## src/rtl/processor_pkg.sv

```systemverilog
// Shared processor definitions: sequencer state codes decoded by the control unit,
// IR opcode values, and a helper that identifies the memory-access states.
package processor_pkg;

    typedef enum logic [5:0] {
        S_IDLE   = 6'd0,
        S_FETCH1 = 6'd1,
        S_FETCH2 = 6'd2,
        S_FETCH3 = 6'd3,
        S_LDR11  = 6'd4,
        S_LDR12  = 6'd5,
        S_LDR13  = 6'd6,
        S_LDR14  = 6'd7,
        S_LDR21  = 6'd8,
        S_LDR22  = 6'd9,
        S_LDR23  = 6'd10,
        S_LDR24  = 6'd11,
        S_STAC1  = 6'd12,
        S_STAC2  = 6'd13,
        S_STAC3  = 6'd14,
        S_STAC4  = 6'd15,
        S_ADD    = 6'd16,
        S_MUL    = 6'd17,
        S_HALT   = 6'd18
    } state_t;

    localparam int OP_NOP  = 0;
    localparam int OP_LDR1 = 1;
    localparam int OP_LDR2 = 2;
    localparam int OP_STAC = 3;
    localparam int OP_ADD  = 4;
    localparam int OP_MUL  = 5;
    localparam int OP_HALT = 15;

    function automatic logic is_mem_state(input state_t s);
        return (s == S_FETCH2) || (s == S_LDR12) || (s == S_LDR22) || (s == S_STAC3);
    endfunction

endpackage

```

## src/rtl/mem_wait_timer.sv

```systemverilog
// Counts stall cycles spent in one memory-access state; expired flags that
// WAIT_MAX stalls have already elapsed without memory responding.
module mem_wait_timer #(
    parameter int WAIT_MAX = 15
) (
    input  logic clock,
    input  logic reset_n,
    input  logic clear,
    input  logic enable,
    output logic expired
);

    localparam int W = $clog2(WAIT_MAX + 1);

    logic [W-1:0] count;

    // clear has priority so a state change always restarts the count at zero
    always_ff @(posedge clock or negedge reset_n) begin
        if (!reset_n) begin
            count <= '0;
        end else if (clear) begin
            count <= '0;
        end else if (enable) begin
            count <= count + 1'b1;
        end
    end

    assign expired = (count == W'(WAIT_MAX));

endmodule

```

## src/rtl/sequencer_fsm.sv

```systemverilog
// Fetch/decode/execute sequencer producing the registered 6-bit state code for
// the control unit, with memory-wait stalls, timeout halt and retire counting.
module sequencer_fsm
    import processor_pkg::*;
#(
    parameter int OPW      = 4,
    parameter int CNT_W    = 16,
    parameter int WAIT_MAX = 15
) (
    input  logic             clock,
    input  logic             reset_n,
    input  logic             start,
    input  logic [OPW-1:0]   opcode,
    input  logic             mem_ready,
    output logic [5:0]       state,
    output logic             busy,
    output logic             done,
    output logic             illegal,
    output logic             timeout,
    output logic [CNT_W-1:0] instr_count
);

    // Memory handshake: in a memory state, mem_ready=1 during a cycle completes
    // the access and the state advances at the next edge; mem_ready=0 holds the
    // state and counts one stall. mem_ready is ignored in all other states.

    state_t cur, nxt;
    logic   wait_expired;
    logic   retire;
    logic   bad_op;
    logic   to_fire;
    logic   start_ok;

    assign start_ok = start && ((cur == S_IDLE) || (cur == S_HALT));

    mem_wait_timer #(
        .WAIT_MAX(WAIT_MAX)
    ) u_wait (
        .clock   (clock),
        .reset_n (reset_n),
        .clear   (nxt != cur),
        .enable  (is_mem_state(cur) && !mem_ready),
        .expired (wait_expired)
    );

    always_ff @(posedge clock or negedge reset_n) begin
        if (!reset_n) begin
            cur <= S_IDLE;
        end else begin
            cur <= nxt;
        end
    end

    always_comb begin
        nxt     = cur;
        retire  = 1'b0;
        bad_op  = 1'b0;
        to_fire = 1'b0;
        case (cur)
            S_IDLE:   if (start) nxt = S_FETCH1;
            S_FETCH1: nxt = S_FETCH2;
            S_FETCH2: begin
                if (mem_ready) begin
                    nxt = S_FETCH3;
                end else if (wait_expired) begin
                    nxt     = S_HALT;
                    to_fire = 1'b1;
                end
            end
            S_FETCH3: begin
                case (opcode)
                    OPW'(OP_NOP): begin
                        nxt    = S_FETCH1;
                        retire = 1'b1;
                    end
                    OPW'(OP_LDR1): nxt = S_LDR11;
                    OPW'(OP_LDR2): nxt = S_LDR21;
                    OPW'(OP_STAC): nxt = S_STAC1;
                    OPW'(OP_ADD):  nxt = S_ADD;
                    OPW'(OP_MUL):  nxt = S_MUL;
                    OPW'(OP_HALT): nxt = S_HALT;
                    default: begin
                        nxt    = S_FETCH1;
                        bad_op = 1'b1;
                    end
                endcase
            end
            S_LDR11:  nxt = S_LDR12;
            S_LDR12: begin
                if (mem_ready) begin
                    nxt = S_LDR13;
                end else if (wait_expired) begin
                    nxt     = S_HALT;
                    to_fire = 1'b1;
                end
            end
            S_LDR13:  nxt = S_LDR14;
            S_LDR14: begin
                nxt    = S_FETCH1;
                retire = 1'b1;
            end
            S_LDR21:  nxt = S_LDR22;
            S_LDR22: begin
                if (mem_ready) begin
                    nxt = S_LDR23;
                end else if (wait_expired) begin
                    nxt     = S_HALT;
                    to_fire = 1'b1;
                end
            end
            S_LDR23:  nxt = S_LDR24;
            S_LDR24: begin
                nxt    = S_FETCH1;
                retire = 1'b1;
            end
            S_STAC1:  nxt = S_STAC2;
            S_STAC2:  nxt = S_STAC3;
            S_STAC3: begin
                if (mem_ready) begin
                    nxt = S_STAC4;
                end else if (wait_expired) begin
                    nxt     = S_HALT;
                    to_fire = 1'b1;
                end
            end
            S_STAC4: begin
                nxt    = S_FETCH1;
                retire = 1'b1;
            end
            S_ADD: begin
                nxt    = S_FETCH1;
                retire = 1'b1;
            end
            S_MUL: begin
                nxt    = S_FETCH1;
                retire = 1'b1;
            end
            S_HALT:   if (start) nxt = S_FETCH1;
            default:  nxt = S_IDLE;
        endcase
    end

    always_ff @(posedge clock or negedge reset_n) begin
        if (!reset_n) begin
            done        <= 1'b0;
            illegal     <= 1'b0;
            timeout     <= 1'b0;
            instr_count <= '0;
        end else begin
            done    <= (nxt == S_HALT) && (cur != S_HALT);
            illegal <= bad_op;
            if (to_fire) begin
                timeout <= 1'b1;
            end else if (start_ok) begin
                timeout <= 1'b0;
            end
            if (retire) begin
                instr_count <= instr_count + 1'b1;
            end
        end
    end

    assign state = cur;
    assign busy  = (cur != S_IDLE) && (cur != S_HALT);

endmodule

```

## config.mk

```make
export PLATFORM = sky130hd
export DESIGN_NAME = sequencer_fsm
export DESIGN_NICKNAME = d
export VERILOG_FILES = /design/src/rtl/processor_pkg.sv /design/src/rtl/mem_wait_timer.sv /design/src/rtl/sequencer_fsm.sv
export SDC_FILE = /design/constraint.sdc
export NUM_CORES = 1
export LEC_CHECK = 0
export ABC_AREA = 1
export BUFFER_PORTS_ARGS = -buffer_cell sky130_fd_sc_hd__buf_2
export CAP_MARGIN = 20
export CORE_ASPECT_RATIO = 0.9
export CORE_UTILIZATION = 55
export DETAILED_ROUTE_END_ITERATION = 10
export GPL_TIMING_DRIVEN = 0
export MAX_ROUTING_LAYER = met4
export PLACE_DENSITY = 0.79
export SLEW_MARGIN = 20
export SYNTH_ARGS = -nofsm -noshare
export SYNTH_HDL_FRONTEND = slang
export SYNTH_SLANG_ARGS = --single-unit
```

## constraint.sdc

```tcl
create_clock -name clock -period 1.65 [get_ports clock]
set_clock_uncertainty 0.1 [all_clocks]
set_input_delay 0.33 -clock clock [delete_from_list [all_inputs] [get_ports clock]]
set_output_delay 0.33 -clock clock [all_outputs]
set_load 0.02 [all_outputs]
```

-- Word-level counts from Yosys, hierarchy flattened
Index checks and enable logic that the tools add are counted.
Widths: inputs -> output; s select.
- reduce and logical (&&, ||, !) cells: 18
- equal/unequal tests: 28
- mux-type cells: 19
- $add $sub $neg: 2
- operators by type and width (cell ; count):
    $pmux 6 s14 ; 1
    $eq 6x4->1 const B ; 8
    $mux 6 ; 6
    $pmux 5 s6 ; 1
    $eq 6x3->1 const B ; 4
    $eq 6x5->1 const B ; 4
    $add 16x1->16 const B ; 1
    $eq 6x2->1 const B ; 2
    $eq 4x2->1 const B ; 2
    $eq 4x3->1 const B ; 2
    $eq 4x4->1 const B ; 2
    $mux 1 ; 8
    $mux 4 ; 2
    $reduce_or 7->1 ; 1
    $eq 6x1->1 const B ; 1
    $logic_not 6->1 ; 1
    $ne 6x5->1 const B ; 1
    $ne 6x6->1 ; 1
    $reduce_bool 6->1 ; 1
    $reduce_or 5->1 ; 1
    $add 4x1->4 const B ; 1
    $eq 4x1->1 const B ; 1
    $logic_and 1x1->1 ; 4
    $logic_not 4->1 ; 1
    other kinds (6) ; 10
- bits of input ports: 8
- output and inout bits: 26
- register bits after elaboration: 29
- logic and storage cells: 73

-- Longest topological paths before layout
Gate-level depths: netlist of the first run.
- depth in word-level cells: 7
- mapped depth: 11
- gate-level depth less buffers: 11

-- By module
Synthesis of the first run repeated with hierarchy kept, for this count alone.
- cells, all modules: 293
- area, all modules: 1959.4 um^2
- by module, submodules not included (module ; area each (um^2) ; instances ; seq. area each (um^2) ; cells each):
    sequencer_fsm ; 1747.9 ; 1 ; 625.6 ; 267
    mem_wait_timer ; 211.5 ; 1 ; 100.1 ; 26

-- Worst setup path after synthesis of the first run
OpenSTA, ideal clock, no wires.
- path type: register -> register
- from: register cur[2] (netlist: state[2])
- to: register instr_count[1]
- arrival: 1373 ps
- library setup time: 125 ps
- clock period less this slack: 1598 ps
- data required time: 1425 ps
- cell stages (with the launch flop): 7
- path buffers: 0
- path slack: 52 ps
- cells stage by stage: dfrtp_1 -> nor2_4 -> nand3_4 -> clkinv_2 -> nand2_4 -> nand2_8 -> mux2_4
- longest elaborated chain between the ends: 3
- elaborated cells between the ends (all ways): 8
- classes of those cells: eq/ne (6); mux (1); reduce/logical (1)
- RTL lines (element ; RTL line ; text):
    start, declared ; sequencer_fsm.sv:27 ; state_t cur, nxt;
    start signal, assigned ; sequencer_fsm.sv:50 ; cur <= nxt;
    $eq 6x5->1, or another cell as far along ; sequencer_fsm.sv:59 ; case (cur)
    $reduce_or 5->1 (no line) ; - ;
    $pmux 1 s2 * ; sequencer_fsm.sv:59 ;
    end signal, assigned ; sequencer_fsm.sv:158 ; instr_count <= instr_count + 1'b1;
    end, declared ; sequencer_fsm.sv:20 ; output logic [CNT_W-1:0] instr_count
Mark *: on every way between the ends. The rest lies on a longest branch, timed or not.
A chain may end at the register's enable or synchronous reset.

-- Final worst setup path of the first run
- from: register cur[0] (netlist: state[0])
- to: output port busy
- longest elaborated chain between the ends: 2
- elaborated cells between the ends (all ways): 3
- classes of those cells: eq/ne (1); reduce/logical (2)
- RTL lines (element ; RTL line ; text):
    $ne 6x5->1 or $reduce_bool 6->1 (tied branches) ; sequencer_fsm.sv:164 ; assign busy = (cur != S_IDLE) && (cur != S_HALT);
    $logic_and 1x1->1 * ; sequencer_fsm.sv:164 ;
    end, declared ; sequencer_fsm.sv:16 ; output logic busy,
Marks and branches as above.

==> results.md, run 1 <==
* Insertion delay to the later sink of the worst-skew pair at 290 ps
* Pwr dens at around 930 nW/um^2
* First-pass GRT wire length at 7500 um
* Cells after DPL at 324
* CTS tree: built
* Multi-input logic area at around 1100 sq um
* Vias at 1926
* Count of state elements after synthesis at 29
* Final HPWL DP at just over 3000 um
* R2R Path Start: state[1]
* Fillers at 249
* Largest net degree at the start of global routing at 30
* DR iter-0 viols at 213
* Critical Path End Type: output port
* DR pass1 iterations at 4
* Clock Tree Buf Depth at 2
* Initial antenna violation count at 0
* Vias in the first global route at about 1700
* Critical path required time at 1220 ps
* Unrepaired setup endpoints after global routing: true
* Hold EP: timeout
* Fin worst setup slack at -72.5 ps
* Post-DRT Antenna Nets at 0
* Period utilization at 104%
* Critical Path AT at roughly 1300 ps
* HP Start: start
* CTS H-Tree Depth at 2
* Critical R2R Capture: done
* Final non-filler cell total at 351
* Post-synth EDFFs at 0
* Cells after Synth at 249
* Reg area at ~730 sq um
* IO Count at 34
* Vias per cell at 5.49
* WL final at about 5000 um
* Synth unique cells at 30
* Share of cells above drive strength 1 at 35.0%
* CTS buffer count at 5
* Rows at 19
* Type of origin of the critical path: flop
* Seq/Total Area, Yosys at 38.5%
* Mapped Nets at 259
* Max IR drop VDD at 668 uV
* Port bufs at 33
* Post-place setup slack at -5.48 ps
* Failing checks: negative setup slack
* Post-synth ARST share at 100%
* R2R Setup Slk at -60 ps
* Die footprint at between 3000 and 4000 sq um
* Primary FF master, synth: dfrtp_1
* Final hold viol count at 0
* CP Max Fanout at 7
* Final #Nets at 319
* Cell count of the worst hold path at 4
* Chip height at 57.5 um
* # clock sinks at 29
* N_diodes at 0
* Hold Crit Class: in2reg
* Max_slew headroom at 55.3%
* GRT overflow at 0
* Status: finished, violations left
* Wire per inst at approximately 14 um
* Syn avg cell area at 7.56 sq um
* Routability Congestion at 0.900
* WS Path Type: reg2out
* Final Max Slew Viols at 0
* Post-route minimum period at 1720 ps
* FF-to-FF path depth at 10
* Max cap viols at 0
* Layout area overhead at 29.3%
* GR Util All Layers at 28.5%
* Yosys warns at 0
* Worst-Margin Slew at about 670 ps
* Pleak at about 1.3 nW
* # setup viols final at 5
* Clock root cell: clkbuf_8
* DRC at 0
* Initial Util at 59.6%
* Core area at 3160 sq um
* Width of the die at between 60 and 70 um
* Maximum clock frequency at 581 MHz
* Clk slew on worst S/H paths at about 70 ps
* Cell Area, Synth at 1880 sq um
==> timing repair <==
| item | in CTS | in global routing |
|---|---|---|
| hold buffers | 1 | 0 |
| endpoints found under the hold margin | 6 | 0 |
| endpoints found under the setup margin | 4 | 19 |
| gates cloned | 0 | 1 |
| resized for setup | 12 | 21 |
| pin swaps | 4 | 9 |
| buffers inserted | 8 | 10 |
==> power breakdown <==
group          switching (W)  internal, W  leakage (nW)  total (W)
combinational       0.000473     0.000299         0.873   0.000772
clock               0.000266     0.000330        0.0443   0.000596
sequential          0.000116     0.000773         0.377   0.000889
==> logic make-up after synthesis <==
kind of cell               count (synthesis)  synth area share, %
other                                      1                0.199
and+or+nand+nor                          144                 38.2
AOI/OAI and AO/OA                         19                 5.98
buffers and inverters                     38                 7.97
adders and majority gates                  2                 1.33
DFF                                       29                 38.5
xor gates and xnor gates                  15                 6.98
muxes                                      1                0.797
==> metrics by stage <==
step | setup TNS, ps | hold WS, ps | cell area, sq um | utilization, % | power, W
after global placement | 0 | 302 | 2100 | 66.4 | 0.00145
after detailed placement | -7.45 | 299 | 2100 | 66.4 | 0.00147
after floorplan | 0 | -65.6 | 1880 | - | 0.00129
final | -182 | 255 | 2430 | 77.0 | 0.00226
after global routing | -587 | 278 | 2430 | 77.0 | 0.00236
after CTS | -63.0 | 250 | 2280 | 72.2 | 0.00213
==> routing by layer <==
layer | up-vias | GRT usage (%) | wire [um]
met1 | 899 | 35.1 | 2120
li1 | 926 | - | -
met4 | 0 | 13.6 | 111
met3 | 17 | 8.80 | 351
met2 | 84 | 42.6 | 2410
met5 | - | - | 0
==> worst max path at each step <==
stage                                from        endpoint  cells past startpoint
final                            state[0]            busy                      5
after CTS                        state[3]            busy                      5
after detailed placement         state[2]            busy                      5
after floorplan                  state[2]  instr_count[1]                      6
after global routing      u_wait.count[0]            done                      9
after global placement           state[2]            busy                      5
==> cell usage in the layout, fill, tap and decap left out, types with 2 or more instances in the layout <==
cell	n
nand2_1	56
buf_2	32
inv_1	28
nand3_1	23
dfrtp_1	23
nor2_1	17
buf_4	17
xor2_1	14
nand4_1	13
nand2_2	9
nor2_2	9
o21ai_1	8
nand2_4	6
clkbuf_8	6
dfrtp_2	6
inv_2	5
inv_4	4
o21ai_0	4
nor2_4	3
a21oi_1	3
nor3_1	3
buf_6	3
nand3b_1	2
ha_1	2
==> critical path: stages (launching register included) <==
cell and delay (ps):
dfrtp_2 480, nor2_2 140, nand3_1 130, o21ai_4 100, inv_2 50, buf_6 120
==> cell usage after synthesis (2+ instances only) <==
master    count  area share (%)
nor2_4        2             1.2
dfrtp_1      29              39
nor3_1        4             1.1
ha_1          2             1.3
nand2_1      63              13
inv_1        29             5.8
o21ai_1       9             2.4
nand2_2       4             1.3
nand4_1      13             4.3
nand3b_1      2            0.80
nand2_4       3             1.8
xor2_1       14             6.5
o21ai_0       4             1.1
nand3_1      23             6.1
nor2_1       23             4.6
a21oi_1       3            0.80
nor2_2        4             1.3
inv_2         6             1.2
==> flip-flops by register name, summed over array words and instances, names as in the netlist <==
name,cells
done,1
illegal,1
instr_count,16
state,6
timeout,1
u_wait.count,4
==> final cells by class <==
type	instances	area share [%]
multi-input combinational	183	44.5
tap	42	2.16
sequential	29	30.1
buffer	1	0.462
clock buffer	7	3.55
timing repair buffer	52	13.2
inverter	37	6.12
No activity file was read; power rests on OpenSTA's default activity.
==> run 2, diff against run 1 <==
CTS_BUF_LIST = sky130_fd_sc_hd__clkbuf_16   (was not set)
GPL_ROUTABILITY_DRIVEN = 0   (was not set)
==> run 2 against run 1 <==
Against the previous run: the flow finishes with violations (negative hold slack, negative setup slack); register-to-register slack improved by 40 ps; utilization rose by 1.3 points; flip-flop and latch count unchanged; critical path type unchanged; critical endpoint unchanged.
==> results.md, run 2 (synthesis results as in run 1) <==
* CP Max Fanout at 4 (-3)
* Max cap viols at 0 (unchanged)
* Cells after DPL at 324 (unchanged)
* Port bufs at 33 (unchanged)
* Type of origin of the critical path: flop
* WL final at 4990 um (-0.14%)
* Fin worst setup slack at -34.4 ps (+38.1 ps)
* Commonest cells after routing, fill and taps aside: nand2_1, buf_2, inv_1
* Post-DRT Antenna Nets at 0 (unchanged)
* Unrepaired setup endpoints after global routing: true
* Die footprint at 3660 sq um (unchanged)
* Width of the die at 63.7 um (unchanged)
* Rows at 19 (unchanged)
* Maximum clock frequency at 594 MHz (+2.3%)
* Clock root cell: clkbuf_16
* Initial antenna violation count at 0 (unchanged)
* Critical R2R Capture: instr_count[8]
* Pleak at 1.31 nW (+1.3%)
* Critical Path AT at 1250 ps (-40 ps)
* Vias at 1872 (-2.8%)
* Pwr dens at 998 nW/um^2 (+7.7%)
* Clock Tree Buf Depth at 2 (unchanged)
* CTS tree: built
* Failing checks: negative hold slack, negative setup slack
* Final HPWL DP at 3090 um (unchanged)
* Initial Util at 59.6% (unchanged)
* Wire per inst at 14.3 um (+0.72%)
* Critical Path End Type: output port
* DRC at 0 (unchanged)
* Max_slew headroom at 55.1% (-0.18 points)
* # setup viols final at 4 (-1)
* Layout area overhead at 31.6%
* WS Path Type: reg2out
* Share of cells above drive strength 1 at 36.3% (+1.3 points)
* Period utilization at 102% (-2.3 points)
* GRT overflow at 0 (unchanged)
* First-pass GRT wire length at 7560 um (+0.73%)
* Status: finished, violations left
* Final non-filler cell total at 348 (-0.85%)
* GR Util All Layers at 28.3% (-0.22 points)
* CTS H-Tree Depth at 2 (unchanged)
* CTS buffer count at 5 (unchanged)
* Core area at 3160 sq um (unchanged)
* Hold Crit Class: in2async
* R2R Path Start: state[4]
* Largest net degree at the start of global routing at 30 (unchanged)
* Final Max Slew Viols at 0 (unchanged)
* Biggest register: instr_count
* # clock sinks at 29 (unchanged)
* R2R Setup Slk at -20 ps (+40 ps)
* Clk slew on worst S/H paths at 50 ps (-20 ps)
* Worst-Margin Slew at 674 ps (+2.66 ps)
* FF-to-FF path depth at 9 (-1)
* Max FFs per register at 16 (unchanged)
* Vias in the first global route at 1724 (+0.64%)
* Vias per cell at 5.38 (-2.0%)
* Final hold viol count at 2 (+2)
* Critical path required time at 1220 ps (about the same)
* Post-CTS Hold Buffers at 0 (-1)
* IO Count at 34 (unchanged)
* Hold WS at -3.28 ps (-258 ps)
* Chip height at 57.5 um (unchanged)
* DR iter-0 viols at 160 (-25%)
* Fillers at 225 (-9.6%)
* Post-route minimum period at 1680 ps (-38.1 ps)
* Final #Nets at 316 (-0.94%)
* Insertion delay to the later sink of the worst-skew pair at 270 ps (-20 ps)
* Max IR drop VDD at 709 uV (+6.1%)
* N_diodes at 0 (unchanged)
* Commonest non-fill, non-tap cell in the layout: nand2_1
* DR pass1 iterations at 5 (+1)
==> run 2: cell count changes in the layout (fill, tap and decap cells not counted), moves of 2 or more <==
cell       previous run  this run
clkbuf_16             0         5
nand2_1              56        54
nand3_2               0         3
nand3_1              23        20
clkbuf_8              6         0
nand2_2               9        11
buf_4                17        15
nor2_2                9         7
==> run 2: repair_timing <==
| item | 4_1_cts | 5_1_grt |
|---|---|---|
| setup buffers | 9 | 8 |
| pin swaps | 4 | 13 |
| setup endpoints to repair | 4 | 18 |
| gates resized for setup | 11 | 28 |
| cloned | 0 | 1 |
==> run 2: layout make-up <==
type	count	area, sq um	share of cell area [%]
Clock buffer	5	125	5.05
Timing Repair Buffer	49	295	11.9
Tap cell	42	52.6	2.12
Clock inverter	2	7.51	0.303
Inverter	37	149	6.01
Buffer	1	11.3	0.455
Multi-Input combinational cell	183	1100	44.5
Sequential cell	29	733	29.6
==> run 2: per-layer routing <==
layer	vias to the layer above	part of all wire, %	global-route usage (%)
li1	921	-	-
met1	874	43	34.2
met2	71	50	44.7
met3	6	5.6	8.00
met4	0	0.80	11.0
met5	-	0	-
==> run 2: worst max-delay path: stages (launching register included) <==
cell and delay, ps:
dfrtp_2 420, nor2_4 170, nand2_2 80, o21ai_4 150
inv_2 50, buf_6 120
==> run 2: how the worst max path moves through the flow <==
stage | from | end | slack, ps | cells after the start
after floorplan | state[2] | instr_count[1] | 50 | 6
after global placement | state[2] | busy | 7 | 5
after detailed placement | state[2] | busy | -5 | 5
after CTS | state[3] | busy | -50 | 5
after global routing | state[4] | instr_count[6] | -110 | 9
final | state[2] | busy | -30 | 5
==> run 2: where the power goes <==
| group | internal [W] | switching (W) |
|---|---|---|
| clock network | 0.000537 | 0.000290 |
| registers | 0.000775 | 0.000111 |
| logic | 0.000291 | 0.000469 |
| total | 0.00160 | 0.000870 |
==> run 2: per-stage QoR <==
stage / TNS [ps] / setup WS, ps / total power, W / utilization (%) / instance area, sq um
6_report: -81.2 / -34.4 / 0.00247 / 78.4 / 2480
5_1_grt: -666 / -107 / 0.00259 / 78.4 / 2480
2_1_floorplan: 0 / 51.5 / 0.00129 / - / 1880
3_5_place_dp: -7.45 / -5.48 / 0.00147 / 66.4 / 2100
4_1_cts: -49.0 / -49.0 / 0.00237 / 73.5 / 2320
3_3_place_gp: 0 / 7.08 / 0.00145 / 66.4 / 2100
==> run 3, diff against run 2 <==
ABC_AREA = not set   (was 1)
CORE_UTILIZATION = 54   (was 55)
==> run 3 against run 2 <==
Against the previous run: the run still ends with negative hold slack, negative setup slack left; via count down 22%; die area decreased by 13%; cell count decreased by 28%; first-iteration DRC count fell by 43%; sequential power down 11%; design area fell by 3.5%; global-route usage down 2.4 points; combinational power shrank 15%; power decreased by 7.7%; maximum frequency shrank 13%; register-to-register slack got worse by 270 ps; synthesized cell count fell by 38%; highest routed layer unchanged.
==> results.md, run 3 <==
* Final Instance Area at 2390 sq um (-3.5%)
* Insertion delay to the later sink of the worst-skew pair at 280 ps (about the same)
* Clk slew on worst S/H paths at 50 ps (about the same)
* Top cell type by total area after synthesis: dfrtp_1
* WS Path Type: reg2reg
* Port bufs at 32 (-3.0%)
* Most frequent cell after synthesis: dfrtp_1
* WP buf/inv at 1 (-1)
* Post-CTS Hold Buffers at 0 (unchanged)
* Pwr dens at 955 nW/um^2 (-4.3%)
* Final #Nets at 220 (-30%)
* Top cells by area, synth: dfrtp_1, xnor2_1, nand3_1
* Internal at 0.00159 W (-1.0%)
* Yosys warns at 0 (unchanged)
* Compound-Gate Fraction of Synth Area at 15.3% (+9.3 points)
* Largest net degree at the start of global routing at 30 (unchanged)
* Largest family of logic cells by synthesized area: simple AND/OR/NAND/NOR gates
* Fin worst setup slack at -295 ps (-260 ps)
* Initial antenna violation count at 0 (unchanged)
* Unrepaired setup endpoints after global routing: true
* Post-place setup slack at -380 ps (-374 ps)
* N_diodes at 0 (unchanged)
* Maximum clock frequency at 514 MHz (-13%)
* Type of origin of the critical path: flop
* Post-DRT Antenna Nets at 0 (unchanged)
* Flop pwr share at 34.4% (-1.4 points)
* Share of cells above drive strength 1 at 54.0% (+18 points)
* Rows at 18 (-1)
* # setup viols final at 27 (+23)
* Core area at 2790 sq um (-12%)
* Post-synthesis mux area share at 1.95% (+1.1 points)
* WL final at 4590 um (-7.9%)
* IO Count at 34 (unchanged)
* Synth unique cells at 47 (+57%)
* Seq/Total Area, Yosys at 45.2% (+6.6 points)
* Layout area overhead at 48.8%
* Hold Crit Class: in2async
* Cell Chain, Critical Path: or4b_4 > o32ai_4 > or2_4 > buf_6 > mux2_4
* Cells after DPL at 226 (-30%)
* Syn avg cell area at 10.4 sq um (+38%)
* Max cap viols at 0 (unchanged)
* Chip height at 53.7 um (-6.5%)
* Post-synth EDFFs at 0 (unchanged)
* Count of state elements after synthesis at 29 (unchanged)
* Clock root cell: clkbuf_16
* Max FFs per register at 16 (unchanged)
* Final HPWL DP at 2400 um (-23%)
* Failing checks: negative hold slack, negative setup slack
* Reg area at 733 sq um (unchanged)
* Vias at 1469 (-22%)
* Mapped Nets at 164 (-37%)
* Initial Util at 57.5% (-2.0 points)
* Post-route minimum period at 1940 ps (+260 ps)
* XOR/XNOR Fraction of Synth Area at 10.3% (+3.3 points)
* Multi-input logic area at 1070 sq um (-2.7%)
* Wire per inst at 18.3 um (+28%)
* Period utilization at 118% (+16 points)
* CTS H-Tree Depth at 2 (unchanged)
* Max IR drop VDD at 630 uV (-11%)
* Pleak at 1.18 nW (-9.8%)
* GR Util All Layers at 25.8% (-2.4 points)
* Critical path required time at 1700 ps (+480 ps)
* Slowest-stage cell, CP: or4b_4
* Commonest cells after routing, fill and taps aside: buf_2, dfrtp_1, buf_4
* Clk network pwr share at 37.2% (+3.7 points)
* Post-Synth Adder-Cell Area at 1.56% (+0.23 points)
* Gate power share at 28.3% (-2.4 points)
* Commonest non-fill, non-tap cell in the layout: buf_2
* Width of the die at 59.5 um (-6.6%)
* Final Max Slew Viols at 0 (unchanged)
* Synth cell count leaders: dfrtp_1, xnor2_1, nand3_1
* CP top delay family: simple AND/OR/NAND/NOR gates
* Worst-Margin Slew at 641 ps (-33.1 ps)
* Cells after Synth at 154 (-38%)
* Critical Path End Type: flop
* Hold WS at -19.6 ps (-16.3 ps)
* DR pass1 iterations at 4 (-1)
* Status: finished, violations left
* Max_slew headroom at 57.3% (+2.2 points)
* Clock Tree Buf Depth at 2 (unchanged)
* GRT overflow at 0 (unchanged)
* DR iter-0 viols at 92 (-43%)
* Final non-filler cell total at 251 (-28%)
* CP peak stage delay at 550 ps (+130 ps)
* Primary FF master, synth: dfrtp_1
* Vias per cell at 5.85 (+8.8%)
* Post-synth ARST share at 100% (unchanged)
* First-pass GRT wire length at 5650 um (-25%)
* CTS tree: built
* Simple-gate area share of the yosys netlist at 20.7% (-17 points)
* Biggest register: instr_count
* Vias in the first global route at 1221 (-29%)
* P_sw at 0.000696 W (-20%)
* Critical Path AT at 2000 ps (+750 ps)
* Switch share at 30.5% (-4.7 points)
* Placed cell area at 1860 sq um (-12%)
* CTS buffer count at 5 (unchanged)
* Final hold viol count at 29 (+27)
* Cell Area, Synth at 1610 sq um (-15%)
* # clock sinks at 29 (unchanged)
* DRC at 0 (unchanged)
* Yosys top cell area share at 45.2% (+6.6 points)
* Fillers at 155 (-31%)
* Die footprint at 3200 sq um (-13%)
* CP Max Fanout at 6 (+2)
==> run 3: through the flow <==
| stage | setup TNS (ps) | total power, W | hold WS [ps] | util (%) |
|---|---|---|---|---|
| floorplan | -5350 | 0.00106 | -65.6 | - |
| global route | -5870 | 0.00234 | 43.9 | 85.6 |
| finish | -4770 | 0.00228 | -19.6 | 85.6 |
| detailed placement | -5370 | 0.00118 | 288 | 66.4 |
| CTS | -4730 | 0.00204 | 0.714 | 74.4 |
| global placement | -4770 | 0.00117 | 278 | 66.4 |
==> run 3: path summary, 6_finish.rpt <==
check | depth (start not counted) | slack, ps | startpoint | endpoint
setup / recovery | 5 | -290 | state[2] | instr_count[1]
min in group clock | 3 | 280 | start | u_wait.count[3]
hold reg to reg | 1 | 370 | instr_count[15] | instr_count[15]
hold / removal | 1 | -20 | reset_n | state[0]
max in group asynchronous | 1 | 1010 | reset_n | state[1]
setup reg to reg | 5 | -290 | state[2] | instr_count[1]
==> run 3: cell families after synthesis <==
family	count (synthesis)
and+or+nand+nor	58
AOI/OAI and AO/OA	32
DFF	29
xor gates and xnor gates	18
buffers and inverters	11
muxes	3
adders and majority gates	2
other	1
==> run 3: repair_timing <==
item,4_1_cts,5_1_grt
pin swaps,14,12
hold endpoints to repair,0,0
gates cloned,1,0
gates resized for setup,14,49
buffers inserted,4,15
endpoints found under the setup margin,28,28
==> run 3: layer usage <==
layer  GRT usage, %  vias up  share of wire, %
li1               -      673                 -
met4           14.0        0               2.9
met3           4.33       13               4.2
met1           30.8      736                40
met5              -        -                 0
met2           42.3       47                53
==> run 3: power groups by stage <==
stage               logic (W)  clock network, W  registers (W)
global placement     0.000375                 0       0.000792
detailed placement   0.000388                 0       0.000794
finish               0.000647          0.000850       0.000785
CTS                  0.000403          0.000853       0.000782
floorplan            0.000234                 0       0.000827
global route         0.000679          0.000872       0.000789
==> run 3: cell type report <==
class | instances | area share [%]
repair buffers | 51 | 13.6
flip-flops and latches | 29 | 30.7
multi-input cells | 114 | 44.9
inverters | 3 | 0.471
clock inverters | 3 | 0.576
clock buffers | 5 | 5.24
well taps | 40 | 2.09
plain buffers | 6 | 2.41
